<file path="config.mk">
export PLATFORM = sky130hd
export DESIGN_NAME = regfile_read_arbiter
export DESIGN_NICKNAME = d
export VERILOG_FILES = /design/src/rtl/regfile_read_arbiter.sv
export SDC_FILE = /design/constraint.sdc
export NUM_CORES = 1
export LEC_CHECK = 0
export ABC_AREA = 1
export BUFFER_PORTS_ARGS = -buffer_cell sky130_fd_sc_hd__buf_4
export CORE_MARGIN = 2
export CORE_UTILIZATION = 47
export DETAILED_ROUTE_END_ITERATION = 8
export PLACE_DENSITY_LB_ADDON = 0.25
export SLEW_MARGIN = 20
export SYNTH_ARGS = -nofsm -noshare
export SYNTH_HDL_FRONTEND = slang
export SYNTH_SLANG_ARGS = --single-unit
</file>
<file path="constraint.sdc">
create_clock -name clk -period 2.92 [get_ports clk]
set_input_delay 0.584 -clock clk [delete_from_list [all_inputs] [get_ports clk]]
set_output_delay 0.584 -clock clk [all_outputs]
set_load 0.02 [all_outputs]
</file>
<file path="src/rtl/regfile_read_arbiter.sv">
// regfile_read_arbiter
//   Shares one 32-entry register-file read port between NREQ requesters.
//   A round-robin grant is issued each cycle. The granted address drives the
//   shared mux select (rd_sel) for one cycle. The mux output is then captured
//   and returned as a tagged response, two cycles after the grant.
//
// Ports
//   clk        rising-edge clock
//   reset      asynchronous active-high reset, clears all state
//   stall      blocks new grants; reads already in flight still complete
//   req_valid  per-requester read request
//   req_addr   flattened 5-bit addresses, requester i at [5i+4:5i]
//   req_ready  one-hot grant (combinational)
//   rd_sel     registered select to the shared read mux
//   rd_data    shared mux output, combinational from rd_sel
//   resp_valid one-cycle pulse per accepted request
//   resp_id    requester index of the response
//   resp_data  read data (zero for address 31 when ZERO_REG=1)
module regfile_read_arbiter #(
   parameter int NREQ     = 4,
   parameter int IDW      = 2,
   parameter int WIDTH    = 64,
   parameter int ZERO_REG = 1
) (
   input  logic                 clk,
   input  logic                 reset,
   input  logic                 stall,
   input  logic [NREQ-1:0]      req_valid,
   input  logic [5*NREQ-1:0]    req_addr,
   output logic [NREQ-1:0]      req_ready,
   output logic [4:0]           rd_sel,
   input  logic [WIDTH-1:0]     rd_data,
   output logic                 resp_valid,
   output logic [IDW-1:0]       resp_id,
   output logic [WIDTH-1:0]     resp_data
);

   logic [IDW-1:0]   ptr_q, ptr_d;
   logic             s1_valid_q;
   logic [IDW-1:0]   s1_id_q;
   logic [4:0]       s1_addr_q;
   logic             resp_valid_q;
   logic [IDW-1:0]   resp_id_q;
   logic [WIDTH-1:0] resp_data_q;

   logic             gnt_found;
   logic [IDW-1:0]   gnt_id;
   logic [4:0]       gnt_addr;

   // Rotating priority search starting at ptr_q; the first valid requester wins.
   always_comb begin
      int idx;
      req_ready = '0;
      gnt_found = 1'b0;
      gnt_id    = '0;
      gnt_addr  = '0;
      idx       = 0;
      if (!stall) begin
         for (int k = 0; k < NREQ; k++) begin
            idx = int'(ptr_q) + k;
            if (idx >= NREQ) idx = idx - NREQ;
            if (!gnt_found && req_valid[idx]) begin
               gnt_found      = 1'b1;
               req_ready[idx] = 1'b1;
               gnt_id         = IDW'(idx);
               gnt_addr       = req_addr[5*idx +: 5];
            end
         end
      end
   end

   // Pointer moves just past the winner so it becomes lowest priority next cycle.
   always_comb begin
      ptr_d = ptr_q;
      if (gnt_found) begin
         if (int'(gnt_id) == NREQ - 1) ptr_d = '0;
         else                         ptr_d = gnt_id + IDW'(1);
      end
   end

   // Stage 1: capture the grant; address holds when idle so the mux stays quiet.
   always_ff @(posedge clk or posedge reset) begin
      if (reset) begin
         ptr_q      <= '0;
         s1_valid_q <= 1'b0;
         s1_id_q    <= '0;
         s1_addr_q  <= '0;
      end else begin
         ptr_q      <= ptr_d;
         s1_valid_q <= gnt_found;
         if (gnt_found) begin
            s1_id_q   <= gnt_id;
            s1_addr_q <= gnt_addr;
         end
      end
   end

   assign rd_sel = s1_addr_q;

   // Stage 2: capture the mux output; data holds when no read is in flight.
   always_ff @(posedge clk or posedge reset) begin
      if (reset) begin
         resp_valid_q <= 1'b0;
         resp_id_q    <= '0;
         resp_data_q  <= '0;
      end else begin
         resp_valid_q <= s1_valid_q;
         resp_id_q    <= s1_id_q;
         if (s1_valid_q) begin
            if (ZERO_REG != 0 && s1_addr_q == 5'd31) resp_data_q <= '0;
            else                                     resp_data_q <= rd_data;
         end
      end
   end

   assign resp_valid = resp_valid_q;
   assign resp_id    = resp_id_q;
   assign resp_data  = resp_data_q;

endmodule

</file>
* Word level (Yosys, flattened, before mapping) *
Index checks and enable logic that the tools add are counted.

word-level totals
  output and inout bits = 76
  bits in registers = 77
  input port bits = 91
  logic and storage cells = 106

operators by class
  multiplexer cells = 56
  shift operators = 4
  order comparisons = 12
  add/subtract/negate cells = 8
  reductions and logical operators = 10
  bitwise logic cells = 3
  equal/unequal tests = 2
  multipliers = 4

operator list
  cell                                                                    count
  32-bit 2-to-1 mux                                                       8
  32-bit by 1-bit >= comparator with 1-bit output, second input constant  4
  32-bit by 4-bit < comparator with 1-bit output, second input constant   4
  4-bit by 32-bit multiplier with 32-bit output, first input constant     4
  20-bit by 32-bit indexed part select with 5-bit output                  4
  64-bit 2-to-1 mux                                                       1
  4-bit 2-to-1 mux                                                        8
  5-bit 2-to-1 mux                                                        5
  1-bit 2-to-1 mux                                                        20
  2-bit 2-to-1 mux                                                        6
  4-bit bitwise OR                                                        3
  3-bit by 3-bit subtractor with 4-bit output, second input constant      3
  3-bit >= comparator, second input constant                              3
  1-bit binary-select mux with 2-bit select                               4
  1-bit demux with 2-bit select                                           4
  1-bit logical AND                                                       7
  2-bit by 2-bit adder with 3-bit output, second input constant           2
  5-bit equality test, second input constant                              1
  2-bit by 3-bit subtractor with 4-bit output, second input constant      1
  2-bit by 1-bit adder with 3-bit output, second input constant           1
  2-bit by 3-bit >= comparator with 1-bit output, second input constant   1
  1-bit zero test                                                         3
  2-bit by 1-bit adder with 2-bit output, second input constant           1
  2-bit by 1-bit equality test with 1-bit output, second input constant   1

* Depth between registers and ports, before layout *
Gate-level depths: netlist (run 1).

  word-level depth = 22
  gate-level depth with buffers = 18
  gate-level depth less buffers = 18

* Least setup slack after synthesis (run 1) *
No wires, ideal clock.

  path type = register -> register
  start point = reg ptr_q[1]
  end point = reg s1_addr_q[1] (netlist: rd_sel[1])
  stages on the path, launching flop included = 17
  library setup time = 0.065 ns
  slack = 0.033 ns
  data arrival time = 2.822 ns
  cell sequence = dfrtp_1 > inv_1 > clkbuf_1 > ha_1 > buf_4 > nor2_1 > inv_1 > fa_1 > inv_1 > nand2_1 > inv_1 > nand2_1 > o21ai_0 > nand2_1 > a21oi_1 > nand2_1 > nand2_1

on the way
  longest elaborated chain between the ends = 20

ends and longest elaborated chain
  element                                                                                 line  text
  from (decl)                                                                             38    logic [IDW-1:0] ptr_q, ptr_d;
  from (signal assigned)                                                                  89    ptr_q <= ptr_d;
  branches (longest 20 deep; another with 4-bit by 32-bit multiplier with 32-bit output)  --
  to (signal assigned)                                                                    93    s1_addr_q <= gnt_addr;
  to (decl)                                                                               41    logic [4:0] s1_addr_q;

Several ways; the timed one is not identified. The select of a mux whose other input is x is not followed.
A chain may end at the register's enable or synchronous reset.

* Worst setup path in the final report (run 1) *
  start point = reg ptr_q[0]
  end point = out req_ready[1]

on the way
  longest elaborated chain between the ends = 20

ends and longest elaborated chain
  element                                                                                   line  text
  branches (longest 18 deep; another with 32-bit by 1-bit >= comparator with 1-bit output)  --
  4-bit 2-to-1 mux (*)                                                                      62    if (!gnt_found && req_valid[idx]) begin
  4-bit 2-to-1 mux (*)                                                                      58    if (!stall) begin
  to (decl)                                                                                 30    output logic [NREQ-1:0] req_ready,

Mark *: on every way between the ends. The select of a mux whose other input is x is not followed.

==> impl_metrics.yaml, run 1 <==
clock_tree:
  clk_pin_slew_ns: 0.06
  clock_latency_ns: 0.33
  cts_tree: "done"
  cts.sinks: 77
  cts_buffers: 9
  clock-root-buffer: "clkbuf_16"
  cts_hold_buffers: 0
  clockBufferDepth: 2
  htree_levels: 3
timing:
  setup_tns_ns: 0
  hold_violations: 0
  fin_ws_ns: 0.189
  slew_headroom_pct: 60.2
  max_slew.worst_pin.slew_ns: 0.596
  setup_viol: 0
  final_max_slew_viol_count: 0
  fmax_mhz: 366
  timing.final.crit_period_ns: 2.73
  post-route-period-util_pct: 93.5
  skew_ns: 0.00539
routing:
  vias: 5872
  wl_per_cell_um: 14.3
  wl_met1_mm: 7.26
  drt_iter0_drc: 541
  highest_layer: "met4"
  vias_per_cell: 5.15
  ant_nets: 0
  firstDrtPassIters: 5
  route.met3.wl_mm: 1.20
  drc: 0
  routed_wl_mm: 16.4
  dr_wl_met2_mm: 7.53
pwr:
  vdd_drop_max_mv: 0.684
  p_leak_nw: 4.03
  powerDensity_nw_per_um2: 1220
  power_w: 0.00881
synth:
  synth_ff_type: "dfrtp_1"
  synth_edf_count: 0
  synth_cells: 826
  ys_ff_latch: 77
  ys.warnings.count: 0
  ys_types: 36
  synth_nets: 932
  postSynthAreaPerCell_um2: 6.55
  ys_seq_area_share_pct: 35.6
  synth_area_um2: 5410
  ys_async_sr_fraction_pct: 100
final_layout:
  n_antenna_cell: 0
  nets: 1098
  syn2layout_area_growth_pct: 33.2
  final_cell_count_no_fill: 1140
  mostFrequentLayoutCell: "nand2_1"
  post-route-util_pct: 63.6
  layout_common_cells: "296 x nand2_1, 188 x buf_4, 128 x inv_1, 76 x dfrtp_1, 64 x o22ai_1"
  drive_above_1_share_pct: 24.0
placed_design:
  place_congestion: 1.01
  dp.cells: 1118
  io_buffers: 166
  hpwl_mm: 12.4
  dp_slack_ns: 0.171
floorplanning:
  io_pins: 167
  core_area_um2: 11300
  fp-row-count: 39
  die_h_um: 111
  start_util_pct: 47.8
  dieWidth_um: 111
  die_area_um2: 12400
setup_path:
  ff2ff_setup_slack_ns: 0.20
  crit_chain: "buf_6 > o21ai_1 > nand2_1 > nand2_2 > inv_2 > nand3_4 > inv_1 > a21oi_1 > o21ai_1 > nand2_1 > inv_1 > buf_4"
  crit_arrival_ns: 2.15
  rr_startpoint: "ptr_q[1]"
  critPathLaunchType: "register"
  slowest_stage: "dfrtp_1"
  max_stage_delay_ns: 0.41
  cp-end-kind: "primary output"
  cp-startpoint: "ptr_q[0]"
  critPathMaxFanout: 13
  critPathRequiredTime_ns: 2.34
  criticalPathCategory: "register to primary output"
job:
  cap_viol_max_count: 0
grt:
  grt_pass1_wl_mm: 26.9
  grt-ovfl-total: 0
  grt_max_degree: 56
  grt_pass1_vias: 5480
  grt.total_usage_pct: 26.4
  antenna_found_initial: 0
outcome:
  status: "completed"
hold_path:
  hold_path_class: "primary input to async pin"
## critical path, delay by kind of cell (launching register included)
kind                   cells  cell delay, ns
flip-flops                 1            0.41
AO/OA/AOI/OAI              3            0.44
AND/OR/NAND/NOR            4            0.41
buffers and inverters      5            0.56
## sequential cells by signal, indices dropped and copies added (netlist names)
signal      flops
ptr_q           2
rd_sel          5
resp_data      64
resp_id         2
resp_valid      1
s1_id_q         2
s1_valid_q      1
## power by group
part           switching, W  internal (W)  total (W)
Clock              0.000456      0.000671    0.00113
Combinational       0.00375       0.00217    0.00592
Sequential         0.000281       0.00148    0.00176
## metrics by stage
| step | cell area (um^2) | hold WS [ns] |
|---|---|---|
| finish | 7200 | 0.176 |
| global route | 7200 | 0.184 |
| CTS | 7110 | 0.175 |
| detailed placement | 6810 | 0.368 |
| global placement | 6810 | 0.364 |
| floorplan | 5410 | 0.354 |
## cell families after synthesis
group           synth area share, %
xor+xnor                      0.162
buf+inv                        13.0
simple gates                   33.2
compound gates                 14.5
fa+ha+maj                      3.61
flops                          35.6
## cell usage after synthesis (all sizes together), types with 9 or more instances
master	n	area [um^2]
o21ai	33	180
buf	15	113
nand2	305	1170
nand3	64	343
nand4	9	56.3
dfrtp	77	1930
nor2	44	170
ha	14	175
inv	136	510
o22ai	64	400
clkbuf	21	78.8
a21oi	17	85.1
## layer usage
metal	vias up	track usage, %
met5	-	0
li1	2963	-
met4	0	7.90
met2	273	42.6
met1	2605	36.9
met3	31	3.99
## final cells by class
class                   instances  area, um^2
multi-input cells             577        2820
flip-flops and latches         77        1930
clock inverters                 6        71.3
repair buffers                191        1450
inverters                     136         515
clock buffers                  10         229
well taps                     143         179
fillers                      1068        4120
## worst paths after layout
kind,endpoint,cells after the start
worst max-delay path,req_ready[1],12
worst min-delay path,resp_data[4],2
worst max register to register,rd_sel[1],16
worst min register to register,resp_id[0],0
max in group asynchronous,s1_valid_q,3
min in group clk,resp_id[0],0
## timing repair
item	CTS	global route
endpoints found under the setup margin	4	7
buffers inserted	0	6
gates resized for setup	4	15
pin swaps	0	1
(Power assumes the default switching activity.)
==> inputs of run 2 (changes only) <==
Settings changed: BUFFER_PORTS_ARGS -buffer_cell sky130_fd_sc_hd__buf_4 to not set, CORE_UTILIZATION 47 to 50, DONT_BUFFER_PORTS set to 1.
==> impl_metrics.yaml, run 2 (synthesis gave the netlist of run 1 again) <==
outcome:
  status: "completed"
clock_tree:
  cts_hold_buffers: 0
  cts_tree: "done"
  htree_levels: 3
  clock_latency_ns: 0.35
  clockBufferDepth: 2
  cts.sinks: 77
  clk_pin_slew_ns: 0.09
  cts_buffers: 9
  clock-root-buffer: "clkbuf_8"
timing:
  hold_ws_ns: 0.234
  setup_viol: 0
  rsz0062_at_grt: "yes"
  slew_headroom_pct: 51.1
  hold_violations: 0
  max_slew.worst_pin.slew_ns: 0.732
  timing.final.crit_period_ns: 2.79
  skew_ns: 0.0160
  fmax_mhz: 358
  final_max_slew_viol_count: 0
  post-route-period-util_pct: 95.6
  fin_ws_ns: 0.128
placed_design:
  io_buffers: 0
  hpwl_mm: 12.1
  dp.cells: 942
  dp_slack_ns: 0.166
  place_congestion: 1.02
final_layout:
  final_cell_count_no_fill: 965
  mostFrequentLayoutCell: "nand2_1"
  n_antenna_cell: 0
  layout_common_cells: "297 x nand2_1, 127 x inv_1, 75 x dfrtp_1, 64 x o22ai_1, 61 x nand3_1"
  largest_reg_flops: 64
  fill_cells: 1016
  post-route-util_pct: 56.0
  nets: 930
  syn2layout_area_growth_pct: 7.94
  drive_above_1_share_pct: 9.05
grt:
  grt_max_degree: 71
  grt_pass1_vias: 4973
  antenna_found_initial: 0
  grt.total_usage_pct: 26.9
  grt_pass1_wl_mm: 24.6
  grt-ovfl-total: 0
floorplanning:
  fp-row-count: 37
  start_util_pct: 51.9
  dieWidth_um: 108
  die_h_um: 108
  io_pins: 167
  core_area_um2: 10400
  die_area_um2: 11700
pwr:
  vdd_drop_max_mv: 0.519
  power_w: 0.00788
  p_leak_nw: 3.16
  powerDensity_nw_per_um2: 1350
setup_path:
  critPathLaunchType: "register"
  r2r_cells: 18
  crit_arrival_ns: 2.21
  critPathRequiredTime_ns: 2.34
  ff2ff_setup_slack_ns: 0.17
  criticalPathCategory: "register to primary output"
  r2r-end: "rd_sel[4]"
  critPathMaxFanout: 9
  rr_startpoint: "ptr_q[1]"
  cp-end-kind: "primary output"
routing:
  routed_wl_mm: 15.9
  wl_per_cell_um: 16.5
  vias: 5376
  vias_per_cell: 5.57
  ant_nets: 0
  drc: 0
  firstDrtPassIters: 5
  drt_iter0_drc: 499
hold_path:
  hold_path_class: "primary input to async pin"
job:
  cap_viol_max_count: 0
run 2: power breakdown:
group          leakage (nW)  switching (W)  internal, W
Sequential            0.936       0.000862      0.00148
Clock                0.0917       0.000422     0.000320
Combinational          2.14        0.00317      0.00163
run 2: worst max-delay path, cell delays in order, from the launching register on:
cell	delay, ns
dfrtp_2	0.45
inv_2	0.15
ha_4	0.24
buf_4	0.17
nand2_2	0.08
nand2_4	0.09
nand3_4	0.15
inv_2	0.08
a21oi_1	0.20
o21ai_1	0.09
nand2_1	0.08
inv_2	0.07
run 2: final cells by class:
class | instances | area, um^2 | share of cell area [%]
sequential | 77 | 1930 | 33.1
timing repair buffer | 23 | 213 | 3.64
clock buffer | 9 | 124 | 2.12
tap | 136 | 170 | 2.92
multi-input combinational | 577 | 2830 | 48.5
clock inverter | 7 | 58.8 | 1.01
inverter | 136 | 510 | 8.75
run 2: timing repair:
action                                  in CTS  in global routing
setup buffers                                0                  7
cloned                                       0                  0
pin swaps                                    0                  1
resized for setup                            2                 18
endpoints found under the setup margin       4                  9
run 2: routing by layer:
layer / track usage [%] / vias to the layer above / part of all wire (%)
met5: 0 / - / 0
met4: 9.71 / 0 / 2.7
met3: 8.50 / 41 / 10
met2: 44.2 / 286 / 47
met1: 33.2 / 2424 / 40
li1: - / 2625 / -
run 2: per-stage QoR:
stage	TNS, ns	area [um^2]
CTS	0	5740
global placement	0	5540
floorplan	0	5410
global route	-0.00572	5840
detailed placement	0	5540
finish	0	5840
run 2: worst max path at each step:
stage	startpoint	end	slack, ns	cells past startpoint
finish	ptr_q[0]	req_ready[1]	0.13	11
global route	ptr_q[1]	rd_sel[3]	-0.004	19
CTS	ptr_q[0]	req_ready[2]	0.00003	11
detailed placement	ptr_q[1]	rd_sel[4]	0.17	17
global placement	ptr_q[1]	rd_sel[4]	0.21	17
floorplan	ptr_q[1]	rd_sel[1]	0.03	16
